$ cat src/rtl/clock_pkg.sv
// rtl/clock_pkg.sv - shared constants and helpers for the clock divider family
package clock_pkg;

    localparam int DIV_STOP   = 0;
    localparam int DIV_STROBE = 1;

    // High-phase length of an N-cycle divided clock: ceil(N/2).
    function automatic logic [31:0] half_up(input logic [31:0] n);
        return (n + 32'd1) >> 1;
    endfunction

endpackage

$ cat src/rtl/clock_div_bank_chan.sv
// rtl/clock_div_bank_chan.sv - one divider channel: phase counter, divisor hand-off, staged reset
module clock_div_bank_chan #(
    parameter int WIDTH       = 8,
    parameter int DEFAULT_DIV = 4,
    parameter int RST_STAGES  = 3
) (
    input  logic             clk,
    input  logic             reset,
    input  logic [WIDTH-1:0] div_n,
    input  logic             div_load,
    input  logic             enable,
    input  logic             soft_reset,
    output logic             clk_out,
    output logic             clk_en,
    output logic             resetb_sync,
    output logic             busy
);
    import clock_pkg::*;

    logic [WIDTH-1:0]      phase;
    logic [WIDTH-1:0]      active;
    logic [WIDTH-1:0]      pending;
    logic [RST_STAGES-1:0] delay;

    logic                  running_now;
    logic                  apply;
    logic                  run;
    logic                  strobe_mode;
    logic                  high;
    logic [WIDTH-1:0]      eff_n;
    logic [WIDTH-1:0]      next_phase;
    logic [WIDTH:0]        half_n;
    logic [WIDTH:0]        phase_inc;

    always_comb begin
        running_now = enable && (active != WIDTH'(DIV_STOP));
        // Pending divisor takes over at a period start, or at once when idle.
        apply       = busy && ((phase == '0) || !running_now);
        eff_n       = apply ? pending : active;
        run         = enable && (eff_n != WIDTH'(DIV_STOP));
        strobe_mode = (eff_n == WIDTH'(DIV_STROBE));
        half_n      = (WIDTH+1)'(half_up(32'(eff_n)));
        phase_inc   = {1'b0, phase} + (WIDTH+1)'(1);
        next_phase  = (phase_inc >= {1'b0, eff_n}) ? '0 : phase_inc[WIDTH-1:0];
        high        = strobe_mode || ({1'b0, phase} < half_n);
    end

    always_ff @(posedge clk or posedge reset) begin
        if (reset) begin
            phase   <= '0;
            active  <= WIDTH'(DEFAULT_DIV);
            pending <= '0;
            busy    <= 1'b0;
            clk_out <= 1'b0;
            clk_en  <= 1'b0;
            delay   <= '1;
        end else begin
            if (apply) begin
                active <= pending;
            end

            // A fresh load wins over the clear from an apply on the same edge.
            if (div_load) begin
                pending <= div_n;
                busy    <= 1'b1;
            end else if (apply) begin
                busy    <= 1'b0;
            end

            if (run) begin
                phase   <= next_phase;
                clk_out <= high;
                clk_en  <= (phase == '0);
            end else begin
                phase   <= '0;
                clk_out <= 1'b0;
                clk_en  <= 1'b0;
            end

            if (soft_reset) begin
                delay <= '1;
            end else if (run && (phase == '0)) begin
                delay <= delay >> 1;
            end
        end
    end

    assign resetb_sync = ~(delay[0] | soft_reset);

endmodule

$ cat src/rtl/clock_div_bank.sv
// rtl/clock_div_bank.sv - bank of independent programmable clock dividers with staged resets
module clock_div_bank #(
    parameter int NCH         = 2,
    parameter int WIDTH       = 8,
    parameter int DEFAULT_DIV = 4,
    parameter int RST_STAGES  = 3
) (
    input  logic                 clk,
    input  logic                 reset,
    input  logic [NCH*WIDTH-1:0] div_n,
    input  logic [NCH-1:0]       div_load,
    input  logic [NCH-1:0]       enable,
    input  logic [NCH-1:0]       soft_reset,
    output logic [NCH-1:0]       clk_out,
    output logic [NCH-1:0]       clk_en,
    output logic [NCH-1:0]       resetb_sync,
    output logic [NCH-1:0]       busy
);

    for (genvar i = 0; i < NCH; i++) begin : g_chan
        clock_div_bank_chan #(
            .WIDTH       (WIDTH),
            .DEFAULT_DIV (DEFAULT_DIV),
            .RST_STAGES  (RST_STAGES)
        ) u_chan (
            .clk         (clk),
            .reset       (reset),
            .div_n       (div_n[i*WIDTH +: WIDTH]),
            .div_load    (div_load[i]),
            .enable      (enable[i]),
            .soft_reset  (soft_reset[i]),
            .clk_out     (clk_out[i]),
            .clk_en      (clk_en[i]),
            .resetb_sync (resetb_sync[i]),
            .busy        (busy[i])
        );
    end

endmodule

$ cat config.mk
export PLATFORM = sky130hd
export DESIGN_NAME = clock_div_bank
export DESIGN_NICKNAME = d
export VERILOG_FILES = /design/src/rtl/clock_pkg.sv /design/src/rtl/clock_div_bank_chan.sv /design/src/rtl/clock_div_bank.sv
export SDC_FILE = /design/constraint.sdc
export NUM_CORES = 1
export LEC_CHECK = 0
export CAP_MARGIN = 20
export CORE_MARGIN = 3
export CORE_UTILIZATION = 59
export DETAILED_ROUTE_END_ITERATION = 6
export HOLD_SLACK_MARGIN = 0.08
export PLACE_DENSITY = 0.8
export REMOVE_ABC_BUFFERS = 1
export SLEW_MARGIN = 20
export SYNTH_ARGS = -nofsm -noshare
export SYNTH_HDL_FRONTEND = slang
export SYNTH_SLANG_ARGS = --single-unit
$ cat constraint.sdc
create_clock -name clk -period 4.2 [get_ports clk]
set_input_delay 0.63 -clock clk [delete_from_list [all_inputs] [get_ports clk]]
set_output_delay 0.63 -clock clk [all_outputs]
set_load 0.02 [all_outputs]
==> results of run 1 <==
[per-layer routing]
layer  global-route usage (%)  up-vias  wire length (um)
met5                        0        -                 0
met4                     9.96        0               252
met3                     5.68       24               355
met2                     42.9       73              4760
met1                     27.7     1557              3780
li1                         -     1574                 -
[area by class of cell]
type | instances | share of cell area, %
Timing Repair Buffer | 35 | 7.24
Clock inverter | 4 | 1.06
Clock buffer | 12 | 3.09
Sequential cell | 60 | 32.2
Inverter | 35 | 2.79
Multi-Input combinational cell | 314 | 51.2
Tap cell | 93 | 2.48
[where the power goes]
group / switching, uW / internal (uW) / total, uW / leakage (uW)
logic: 320 / 301 / 621 / 0.00128
registers: 122 / 669 / 791 / 0.000730
clock network: 230 / 290 / 520 / 0.0000926
total: 672 / 1260 / 1930 / 0.00210
[final timing paths]
kind	end	slack, ns	cells past startpoint
worst max-delay path	g_chan[0].u_chan.phase[7]	0.63	12
worst min-delay path	g_chan[0].u_chan.delay[2]	0.47	2
worst max register to register	g_chan[0].u_chan.phase[7]	0.63	12
worst min register to register	g_chan[0].u_chan.delay[2]	0.47	2
max in group asynchronous	g_chan[1].u_chan.delay[1]	2.57	3
min in group asynchronous	g_chan[1].u_chan.pending[6]	0.75	2
[cell usage in the layout (no fill, tap or decap), types with 3 or more instances in the layout]
cell             instances
dfrtp_1                 52
ha_1                    34
clkdlybuf4s50_1         31
nand2_1                 27
xnor2_1                 26
inv_1                   24
nor2_1                  22
mux2_2                  19
nand3_1                 18
a21oi_1                 18
xor2_1                  14
and3_1                  13
inv_2                   11
mux2i_1                 10
clkbuf_8                10
o21ai_0                  9
a211oi_1                 9
dfstp_2                  8
o21ai_1                  7
nor3_1                   6
nor3b_1                  6
nor2b_1                  4
and2_1                   4
a21o_1                   4
mux2_4                   4
o21a_1                   4
nand2b_1                 4
buf_4                    4
nor4_1                   3
or3_1                    3
or4_4                    3
or2_1                    3
a2111oi_0                3
[sequential cells by signal, indices dropped and copies added, names as in the netlist]
| name | count |
|---|---|
| g_chan.u_chan.clk_en | 2 |
| g_chan.u_chan.clk_out | 2 |
| g_chan.u_chan.pending | 16 |
| g_chan.u_chan.active | 16 |
| g_chan.u_chan.delay | 6 |
| g_chan.u_chan.phase | 16 |
| g_chan.u_chan.busy | 2 |
[through the flow]
| step | hold slack, ns | util, % | total power (uW) | std cells |
|---|---|---|---|---|
| detailed placement | 0.466 | 68.6 | 1410 | 537 |
| floorplan | 0.455 | - | 1220 | 409 |
| finish | 0.473 | 71.6 | 1930 | 553 |
| global placement | 0.462 | 68.6 | 1390 | 537 |
| CTS | 0.477 | 71.6 | 1940 | 553 |
| global route | 0.500 | 71.6 | 2070 | 553 |
[synth_stat cells (all sizes together) (6+ instances only)]
| library cell | count |
|---|---|
| a211oi | 10 |
| a21oi | 18 |
| and3 | 13 |
| buf | 12 |
| dfrtp | 52 |
| dfstp | 8 |
| ha | 34 |
| inv | 35 |
| mux2 | 25 |
| mux2i | 10 |
| nand2 | 27 |
| nand3 | 18 |
| nor2 | 22 |
| nor3 | 8 |
| nor3b | 6 |
| o21ai | 17 |
| xnor2 | 26 |
| xor2 | 14 |
[cells by family (layout without fill, tap and decap cells)]
| family | after synthesis | count (layout) | synth area share, % |
|---|---|---|---|
| multiplexers | 35 | 35 | 9.58 |
| buffers and inverters | 49 | 86 | 5.41 |
| XOR/XNOR | 40 | 40 | 8.46 |
| AO/OA/AOI/OAI | 80 | 80 | 13.6 |
| adder cells (fa/ha/maj) | 34 | 34 | 10.3 |
| AND/OR/NAND/NOR | 125 | 125 | 16.2 |
| flip-flops | 60 | 60 | 36.5 |
[worst max-delay path, cell delays in order (launching register included)]
cell and delay [ns]:
dfrtp_1 0.50, inv_1 0.13, ha_1 0.14, nor4b_1 0.53, a2bb2oi_1 0.29, and2_1 0.25, or2_1 0.23, ha_1 0.26
nand2b_1 0.15, a21o_1 0.18, a211oi_1 0.29, o21ai_0 0.27, nor3b_1 0.26
==> out/results.md, run 1 <==
| Parameter | Reported | Unit |
|:---|:---|:---|
| Outcome | finished, final reports clean | - |
| Buffers inserted by post-CTS timing repair | 0 | - |
| Cell taking the most area after synthesis | dfrtp_1 | - |
| Final routed wire length divided by cell count | 16.5 | um |
| Detailed router's first-iteration violation count | 133 | - |
| Maximum number of pins on one net before global-route repair | 37 | - |
| Sequential cell area | 1510 | um^2 |
| Count of max-cap constraint violations | 0 | - |
| Synth async-reset ratio | 100 | % |
| Count of final setup violators | 0 | - |
| Clock sink count | 60 | - |
| Detailed Routing Iterations Pass 1 | 6 | - |
| Dpl ws | 0.569 | ns |
| Capturing element type of the critical path | register | - |
| Leakage power of the design | 0.00210 | uW |
| Layout Area Growth over Synthesis | 13.5 | % |
| Die width | 89.8 | um |
| DRC violations left | 0 | - |
| Final sum of negative setup slack | 0 | ns |
| FP Rows | 29 | - |
| Post-Synthesis Mean Instance Area | 9.79 | um^2 |
| Synth unique cells | 61 | - |
| Reg-to-Reg Start | g_chan[0].u_chan.phase[0] | - |
| Die Span Y | 89.8 | um |
| TritonCTS clock tree | done | - |
| Remaining global-route overflow | 0 | - |
| Number of storage elements in the synthesis netlist | 60 | - |
| Fin worst setup slack | 0.635 | ns |
| Final Max Tran Viols | 0 | - |
| Wire length of the first global-routing pass | 15700 | um |
| Placement Cell Area | 4510 | um^2 |
| Die Outline Area | 8060 | um^2 |
| TritonCTS Buffers | 9 | - |
| RSZ-0062 raised after global routing | no | - |
| Total I/O pin count | 32 | - |
| Upper clock frequency limit | 280 | MHz |
| Post-synth design cell area | 4140 | um^2 |
| Syn Inst Count | 423 | - |
| Area used by multi-input combinational logic | 2410 | um^2 |
| Hold-fix buffers, CTS | 0 | - |
| Most used flip-flop cell after synthesis | dfrtp_1 | - |
| Type of the worst setup path | reg2reg | - |
| HP Start | g_chan[0].u_chan.delay[2] | - |
| Final weighted congestion in routability-driven placement | 0.929 | - |
| Clock tree skew after final layout | 0.00922 | ns |
| Initial Util | 63.1 | % |
| Largest cells by area after synthesis | dfrtp_1, ha_1, xnor2_1 | - |
| Pwr/cell area | 411 | nW/um^2 |
| Count of flip-flops with a built-in enable after synthesis | 0 | - |
| Tightest Pin Transition | 0.783 | ns |
| Clock-pin slew on the worst setup and hold paths | 0.07 | ns |
| Post-route minimum period | 3.57 | ns |
| Via count of the first global-routing pass | 3393 | - |
| Fraction of final layout cells sized beyond drive strength 1 | 15.4 | % |
| Warnings from Yosys | 0 | - |
| Post-synth top area share | 31.4 | % |
| Share of the cycle needed by the critical path after routing | 84.9 | % |
| Filler cell count in the final layout | 485 | - |
| Data arrival time of the critical path | 3.81 | ns |
| Final std cell area, no fill | 4700 | um^2 |
| Sequential-to-total area share from yosys stat | 36.5 | % |
| Antenna cells | 0 | - |
| Clock Path Buffers | 2 | - |
| Crit path max fanout | 8 | - |
| Max_slew headroom | 47.7 | % |
| CP required | 4.45 | ns |
| Routed vias | 3228 | - |
| Overall routed net length | 9150 | um |
| Post-DR vias/cell | 5.84 | - |
| Remaining number of nets flagged by the antenna check after routing | 0 | - |
| Core region area | 6570 | um^2 |
| Clock latency on the worst-skew pair | 0.34 | ns |
| CTS Root Buffer Type | clkbuf_8 | - |
| Antenna violations before repair | 0 | - |
| Depth of the CTS H-tree | 3 | - |
| GRT Util Overall | 24.1 | % |
| Hold Crit Class | reg2reg | - |
| Kind of start point of the critical path | register | - |
| VDD IR-drop max | 0.230 | mV |
| Number of I/O port buffers | 31 | - |
| Critical Path Start | g_chan[0].u_chan.phase[0] | - |
| Final Net Count | 513 | - |
| Post-detail-place hpwl | 7030 | um |
| Final hold vios | 0 | - |
| PostCTS Resize Cnt | 0 | - |
No activity file was read; power rests on OpenSTA's default activity.
==> inputs of run 2 (changes only) <==
==> constraint.sdc (replaced) <==
create_clock -name clk -period 3.6 [get_ports clk]
set_input_delay 0.54 -clock clk [delete_from_list [all_inputs] [get_ports clk]]
set_output_delay 0.54 -clock clk [all_outputs]
set_load 0.02 [all_outputs]
==> run 2 against run 1 <==
Compared with the run above:
- maximum frequency increased by 6.6%
- clock skew decreased by 0.00065 ns
- clock power increased by 18%
- sequential share of layout area decreased by 0.38 points
- register-to-register slack got worse by 0.38 ns
- non-clock buffer count increased by 4
- die area unchanged
- sequential cell count unchanged
- combinational power increased by 20%
==> out/results.md, run 2 (same netlist as run 1, synthesis figures left out) <==
| Parameter | Reported | Unit | Delta |
|:---|:---|:---|:---|
| Outcome | finished, final reports clean | - |  |
| Clock-pin slew on the worst setup and hold paths | 0.07 | ns | about the same |
| Final Max Tran Viols | 0 | - | unchanged |
| Via count of the first global-routing pass | 3315 | - | -2.3% |
| Cells after DPL | 541 | - | +0.74% |
| GRT Util Overall | 23.5 | % | -0.58 points |
| Pwr/cell area | 478 | nW/um^2 | +16% |
| Detailed Routing Iterations Pass 1 | 4 | - | -2 |
| Kind of start point of the critical path | register | - |  |
| Maximum number of pins on one net before global-route repair | 25 | - | -32% |
| FP Rows | 29 | - | unchanged |
| Layout Area Growth over Synthesis | 14.9 | % |  |
| Commonest cells after routing, fill and taps aside | dfrtp_1, ha_1, clkdlybuf4s50_1 | - |  |
| Data arrival time of the critical path | 3.58 | ns | -0.23 ns |
| Remaining global-route overflow | 0 | - | unchanged |
| Share of the cycle needed by the critical path after routing | 92.9 | % | +8.1 points |
| Final cell count without fillers | 557 | - | +0.72% |
| Buffers inserted by post-CTS timing repair | 0 | - | unchanged |
| Routed vias | 3259 | - | +0.96% |
| Clock sink count | 60 | - | unchanged |
| Final weighted congestion in routability-driven placement | 0.923 | - | -0.65% |
| Die Span Y | 89.8 | um | unchanged |
| Die Outline Area | 8060 | um^2 | unchanged |
| VDD IR-drop max | 0.305 | mV | +33% |
| Remaining number of nets flagged by the antenna check after routing | 0 | - | unchanged |
| Post-detail-place hpwl | 7010 | um | -0.28% |
| Depth of the CTS H-tree | 3 | - | unchanged |
| Wire length of the first global-routing pass | 15400 | um | -1.7% |
| Antenna violations before repair | 0 | - | unchanged |
| DRC violations left | 0 | - | unchanged |
| Count of final setup violators | 0 | - | unchanged |
| Clock tree skew after final layout | 0.00857 | ns | -0.000645 ns |
| TritonCTS clock tree | done | - |  |
| Final hold vios | 0 | - | unchanged |
| Final Net Count | 517 | - | +0.78% |
| Post-DR vias/cell | 5.85 | - | +0.24% |
| Initial Util | 63.1 | % | unchanged |
| Max_slew headroom | 57.0 | % | +9.3 points |
| CP required | 3.84 | ns | -0.61 ns |
| CTS Root Buffer Type | clkbuf_8 | - |  |
| Number of I/O port buffers | 31 | - | unchanged |
| Clock Path Buffers | 2 | - | unchanged |
| Total I/O pin count | 32 | - | unchanged |
| Tightest Pin Transition | 0.641 | ns | -0.143 ns |
| Fraction of final layout cells sized beyond drive strength 1 | 16.6 | % | +1.2 points |
| TritonCTS Buffers | 9 | - | unchanged |
| Capturing element type of the critical path | register | - |  |
| Leakage power of the design | 0.00214 | uW | +1.8% |
| Core region area | 6570 | um^2 | unchanged |
| Count of max-cap constraint violations | 0 | - | unchanged |
| Upper clock frequency limit | 299 | MHz | +6.6% |
| Clock latency on the worst-skew pair | 0.33 | ns | about the same |
| Post-route minimum period | 3.35 | ns | -0.219 ns |
| Most common library cell in the layout ignoring fill and taps | dfrtp_1 | - |  |
| Final routed wire length divided by cell count | 16.2 | um | -1.8% |
| RSZ-0062 raised after global routing | no | - |  |
| Antenna cells | 0 | - | unchanged |
| Top flop regs | g_chan.u_chan.active: 16 flops, g_chan.u_chan.pending: 16 flops, g_chan.u_chan.phase: 16 flops | - |  |
| Type of the worst setup path | reg2reg | - |  |
| Filler cell count in the final layout | 506 | - | +4.3% |
| Overall power of the completed layout | 2280 | uW | +18% |
| Detailed router's first-iteration violation count | 103 | - | -23% |
| Crit path max fanout | 5 | - | -3 |
| Hold Crit Class | reg2reg | - |  |
| Overall routed net length | 9050 | um | -1.1% |
| Die width | 89.8 | um | unchanged |
-- run 2: per-stage QoR --
step	instance area (um^2)	hold WS (ns)	TNS, ns	setup slack, ns	utilization (%)
2_1_floorplan	4050	0.455	-0.00976	-0.00325	-
5_1_grt	4760	0.510	0	0.0595	72.4
3_3_place_gp	4550	0.461	0	0.152	69.3
6_report	4760	0.478	0	0.254	72.4
4_1_cts	4750	0.482	0	0.292	72.3
3_5_place_dp	4550	0.472	0	0.131	69.3
-- run 2: what timing repair did --
item                       in CTS  in global routing
resized for setup               0                  1
hold buffers                    0                  0
setup endpoints to repair       0                  1
-- run 2: routing by layer --
metal,share of wire [%],track usage (%),vias up
met1,41,27.2,1575
met5,0,0,-
met3,4.1,5.59,22
met4,2.5,9.83,0
met2,52,41.5,82
li1,-,-,1580
-- run 2: path summary, 6_finish.rpt --
kind,endpoint,from,depth (start not counted),slack (ns)
max in group asynchronous,g_chan[1].u_chan.delay[2],reset,3,2.37
hold / removal,g_chan[1].u_chan.delay[2],g_chan[1].u_chan.delay[2],2,0.48
setup / recovery,g_chan[0].u_chan.phase[5],g_chan[0].u_chan.active[5],10,0.25
min in group asynchronous,g_chan[1].u_chan.pending[1],reset,2,0.51
hold reg to reg,g_chan[1].u_chan.delay[2],g_chan[1].u_chan.delay[2],2,0.48
setup reg to reg,g_chan[0].u_chan.phase[5],g_chan[0].u_chan.active[5],10,0.25
-- run 2: cell type report --
type / count / area (um^2) / share of cell area [%]
clock buffers: 12 / 155 / 3.26
clock inverters: 4 / 47.5 / 0.999
inverters: 35 / 131 / 2.76
multi-input cells: 314 / 2410 / 50.7
flip-flops and latches: 60 / 1510 / 31.8
well taps: 93 / 116 / 2.45
repair buffers: 39 / 383 / 8.05
-- run 2: power breakdown --
part,internal (uW),switching (uW)
Clock,355,256
Sequential,781,137
Combinational,363,383
Total,1500,776
-- run 2: critical path, stage by stage (launching register included) --
cell and delay, ns:
dfrtp_1 0.44, or4_4 0.58, or4_4 0.51, a21boi_1 0.22, or2_1 0.13, ha_1 0.21, nand2b_1 0.14, a21o_1 0.18
a211oi_1 0.30, o21ai_0 0.27, nor3b_1 0.26
==> inputs of run 3 (changes only) <==
--- a/config.mk
+++ b/config.mk
@@ -6,11 +6,13 @@
 export NUM_CORES = 1
 export LEC_CHECK = 0
 export CAP_MARGIN = 20
+export CELL_PAD_IN_SITES_DETAIL_PLACEMENT = 1
+export CELL_PAD_IN_SITES_GLOBAL_PLACEMENT = 1
 export CORE_MARGIN = 3
-export CORE_UTILIZATION = 59
+export CORE_UTILIZATION = 46
 export DETAILED_ROUTE_END_ITERATION = 6
 export HOLD_SLACK_MARGIN = 0.08
-export PLACE_DENSITY = 0.8
+export PLACE_DENSITY_LB_ADDON = 0.1
 export REMOVE_ABC_BUFFERS = 1
 export SLEW_MARGIN = 20
 export SYNTH_ARGS = -nofsm -noshare
==> run 3 against run 2 <==
Compared with the run above:
- maximum frequency shrank 1.8%
- hold slack better by 0.00053 ns
- total power up 6.1%
- wire length up 19%
- count of clock-buffer cells in the layout decreased by 1
- core utilization shrank 15 points
- critical endpoint is now g_chan[0].u_chan.phase[7]
==> out/results.md, run 3 (same netlist as run 1, synthesis figures left out) <==
| Parameter | Reported | Unit | Delta |
|:---|:---|:---|:---|
| GRT Util Overall | 22.9 | % | -0.59 points |
| Antenna cells | 0 | - | unchanged |
| Placement Cell Area | 4610 | um^2 | +1.4% |
| CTS Root Buffer Type | clkbuf_8 | - |  |
| Clock Path Buffers | 2 | - | unchanged |
| Capturing element type of the critical path | register | - |  |
| Sequential cell area | 1510 | um^2 | unchanged |
| Die Outline Area | 10200 | um^2 | +26% |
| Kind of start point of the critical path | register | - |  |
| Hold-fix buffers, CTS | 0 | - | unchanged |
| Outcome | finished, final reports clean | - |  |
| Leakage power of the design | 0.00218 | uW | +2.0% |
| Final hold vios | 0 | - | unchanged |
| Number of I/O port buffers | 31 | - | unchanged |
| Worst slack on hold paths | 0.479 | ns | +0.000528 ns |
| CP required | 3.84 | ns | about the same |
| Internal Power | 1580 | uW | +5.7% |
| Post-detail-place hpwl | 8620 | um | +23% |
| Area used by multi-input combinational logic | 2410 | um^2 | +0.10% |
| Count of final setup violators | 0 | - | unchanged |
| Pwr/cell area | 498 | nW/um^2 | +4.2% |
| Tightest Pin Transition | 0.686 | ns | +0.0459 ns |
| Routed vias | 3288 | - | +0.89% |
| CP most frequent cell | or4_4 | - |  |
| Hold Crit Class | reg2reg | - |  |
| Max_slew headroom | 53.9 | % | -3.1 points |
| Clock-pin slew on the worst setup and hold paths | 0.07 | ns | about the same |
| TritonCTS Buffers | 9 | - | unchanged |
| Upper clock frequency limit | 294 | MHz | -1.8% |
| Overall routed net length | 10800 | um | +19% |
| Commonest cells after routing, fill and taps aside | dfrtp_1, ha_1, clkdlybuf4s50_1 | - |  |
| Clock latency on the worst-skew pair | 0.33 | ns | about the same |
| Final Net Count | 522 | - | +0.97% |
| Utilization after layout | 57.3 | % | -15 points |
| Layout Area Growth over Synthesis | 17.0 | % |  |
| Final routed wire length divided by cell count | 18.8 | um | +16% |
| Post-route minimum period | 3.41 | ns | +0.0611 ns |
| Share of the cycle needed by the critical path after routing | 94.6 | % | +1.7 points |
| Clock tree skew after final layout | 0.00672 | ns | -0.00186 ns |
| Sequential share of power | 38.1 | % | -2.2 points |
| Final weighted congestion in routability-driven placement | 0.825 | - | -11% |
| Filler cell count in the final layout | 963 | - | +90% |
| Final sum of negative setup slack | 0 | ns | unchanged |
| Depth of the CTS H-tree | 3 | - | unchanged |
| Via count of the first global-routing pass | 3494 | - | +5.4% |
| Share of total power consumed by net switching | 34.4 | % | +0.27 points |
| Maximum number of pins on one net before global-route repair | 26 | - | +4.0% |
| Final std cell area, no fill | 4850 | um^2 | +1.9% |
| Most common library cell in the layout ignoring fill and taps | dfrtp_1 | - |  |
| Clock sink count | 60 | - | unchanged |
| Remaining number of nets flagged by the antenna check after routing | 0 | - | unchanged |
| Crit path max fanout | 5 | - | unchanged |
| TritonCTS clock tree | done | - |  |
| Final Max Tran Viols | 0 | - | unchanged |
| FP Rows | 33 | - | +14% |
| Detailed Routing Iterations Pass 1 | 4 | - | unchanged |
| Detailed router's first-iteration violation count | 167 | - | +62% |
| Slowest Stage Delay on Critical Path | 0.58 | ns | about the same |
| Fraction of final layout cells sized beyond drive strength 1 | 17.3 | % | +0.71 points |
| RSZ-0062 raised after global routing | no | - |  |
| Buffers inserted by post-CTS timing repair | 0 | - | unchanged |
| Data arrival time of the critical path | 3.64 | ns | +0.06 ns |
| Die Span Y | 101 | um | +12% |
| Remaining global-route overflow | 0 | - | unchanged |
| Wire length of the first global-routing pass | 18000 | um | +17% |
| Chain of cells forming the critical path | or4_4 -> or4_4 -> a21boi_1 -> or2_1 -> ha_1 -> nand2b_1 -> a21o_1 -> a211oi_1 -> o21ai_0 -> nor3b_1 | - |  |
| Post-DR vias/cell | 5.74 | - | -1.9% |
| Antenna violations before repair | 0 | - | unchanged |
| Count of max-cap constraint violations | 0 | - | unchanged |
| Type of the worst setup path | reg2reg | - |  |
| Switching power | 830 | uW | +7.0% |
| Initial Util | 48.9 | % | -14 points |
| Total I/O pin count | 32 | - | unchanged |
| Clock group share of total power | 28.5 | % | +1.6 points |
| Die width | 101 | um | +12% |
| CP max-delay cell | or4_4 | - |  |
| VDD IR-drop max | 0.238 | mV | -22% |
| Top flop regs | g_chan.u_chan.active: 16 flops, g_chan.u_chan.pending: 16 flops, g_chan.u_chan.phase: 16 flops | - |  |
| Core region area | 8460 | um^2 | +29% |
| Combinational fraction of design power | 33.4 | % | +0.6 points |
| DRC violations left | 0 | - | unchanged |
## run 3: timing repair
| item | 4_1_cts | 5_1_grt |
|---|---|---|
| setup endpoints to repair | 0 | 7 |
| endpoints found under the hold margin | 0 | 0 |
| gates resized for setup | 0 | 3 |
## run 3: power groups by stage
stage          registers (uW)  logic (uW)  clock network (uW)
2_1_floorplan             901         528                   0
3_3_place_gp              923         764                   0
3_5_place_dp              929         801                   0
4_1_cts                   917         812                 705
5_1_grt                   937         903                 734
6_report                  919         807                 688
## run 3: path summary, 6_finish.rpt
path	startpoint	end	slack, ns	depth (start not counted)
max in group asynchronous	reset	g_chan[1].u_chan.active[2]	2.27	3
hold / removal	g_chan[1].u_chan.delay[2]	g_chan[1].u_chan.delay[2]	0.48	2
setup / recovery	g_chan[0].u_chan.active[5]	g_chan[0].u_chan.phase[7]	0.19	10
hold reg to reg	g_chan[1].u_chan.delay[2]	g_chan[1].u_chan.delay[2]	0.48	2
setup reg to reg	g_chan[0].u_chan.active[5]	g_chan[0].u_chan.phase[7]	0.19	10
min in group asynchronous	reset	g_chan[0].u_chan.pending[3]	0.55	2
## run 3: per-layer routing
| layer | up-vias | GRT usage, % | wire [um] |
|---|---|---|---|
| li1 | 1593 | - | - |
| met1 | 1621 | 33.9 | 5430 |
| met2 | 65 | 35.4 | 4880 |
| met3 | 9 | 2.56 | 381 |
| met4 | 0 | 6.11 | 92 |
| met5 | - | 0 | 0 |
## run 3: cell type report
cell class                 count  area share (%)
timing repair buffer          44            8.93
clock inverter                 4            1.50
inverter                      35            2.71
sequential                    60            31.2
multi-input combinational    314            49.8
tap                          105            2.71
clock buffer                  11            3.12
## run 3: metrics by stage
| step | setup WS (ns) | power (uW) | instances |
|---|---|---|---|
| 6_report | 0.193 | 2410 | 573 |
| 5_1_grt | 0.0338 | 2570 | 573 |
| 4_1_cts | 0.171 | 2430 | 573 |
| 3_5_place_dp | -0.0198 | 1730 | 558 |
| 3_3_place_gp | 0.223 | 1690 | 558 |
| 2_1_floorplan | -0.00325 | 1430 | 409 |
## run 3: critical path, delay by kind of cell (launching register included)
kind                     cells  cell delay [ns]
AO/OA/AOI/OAI                4             1.03
flip-flops                   1             0.43
AND/OR/NAND/NOR              5             1.65
adder cells (fa/ha/maj)      1             0.21
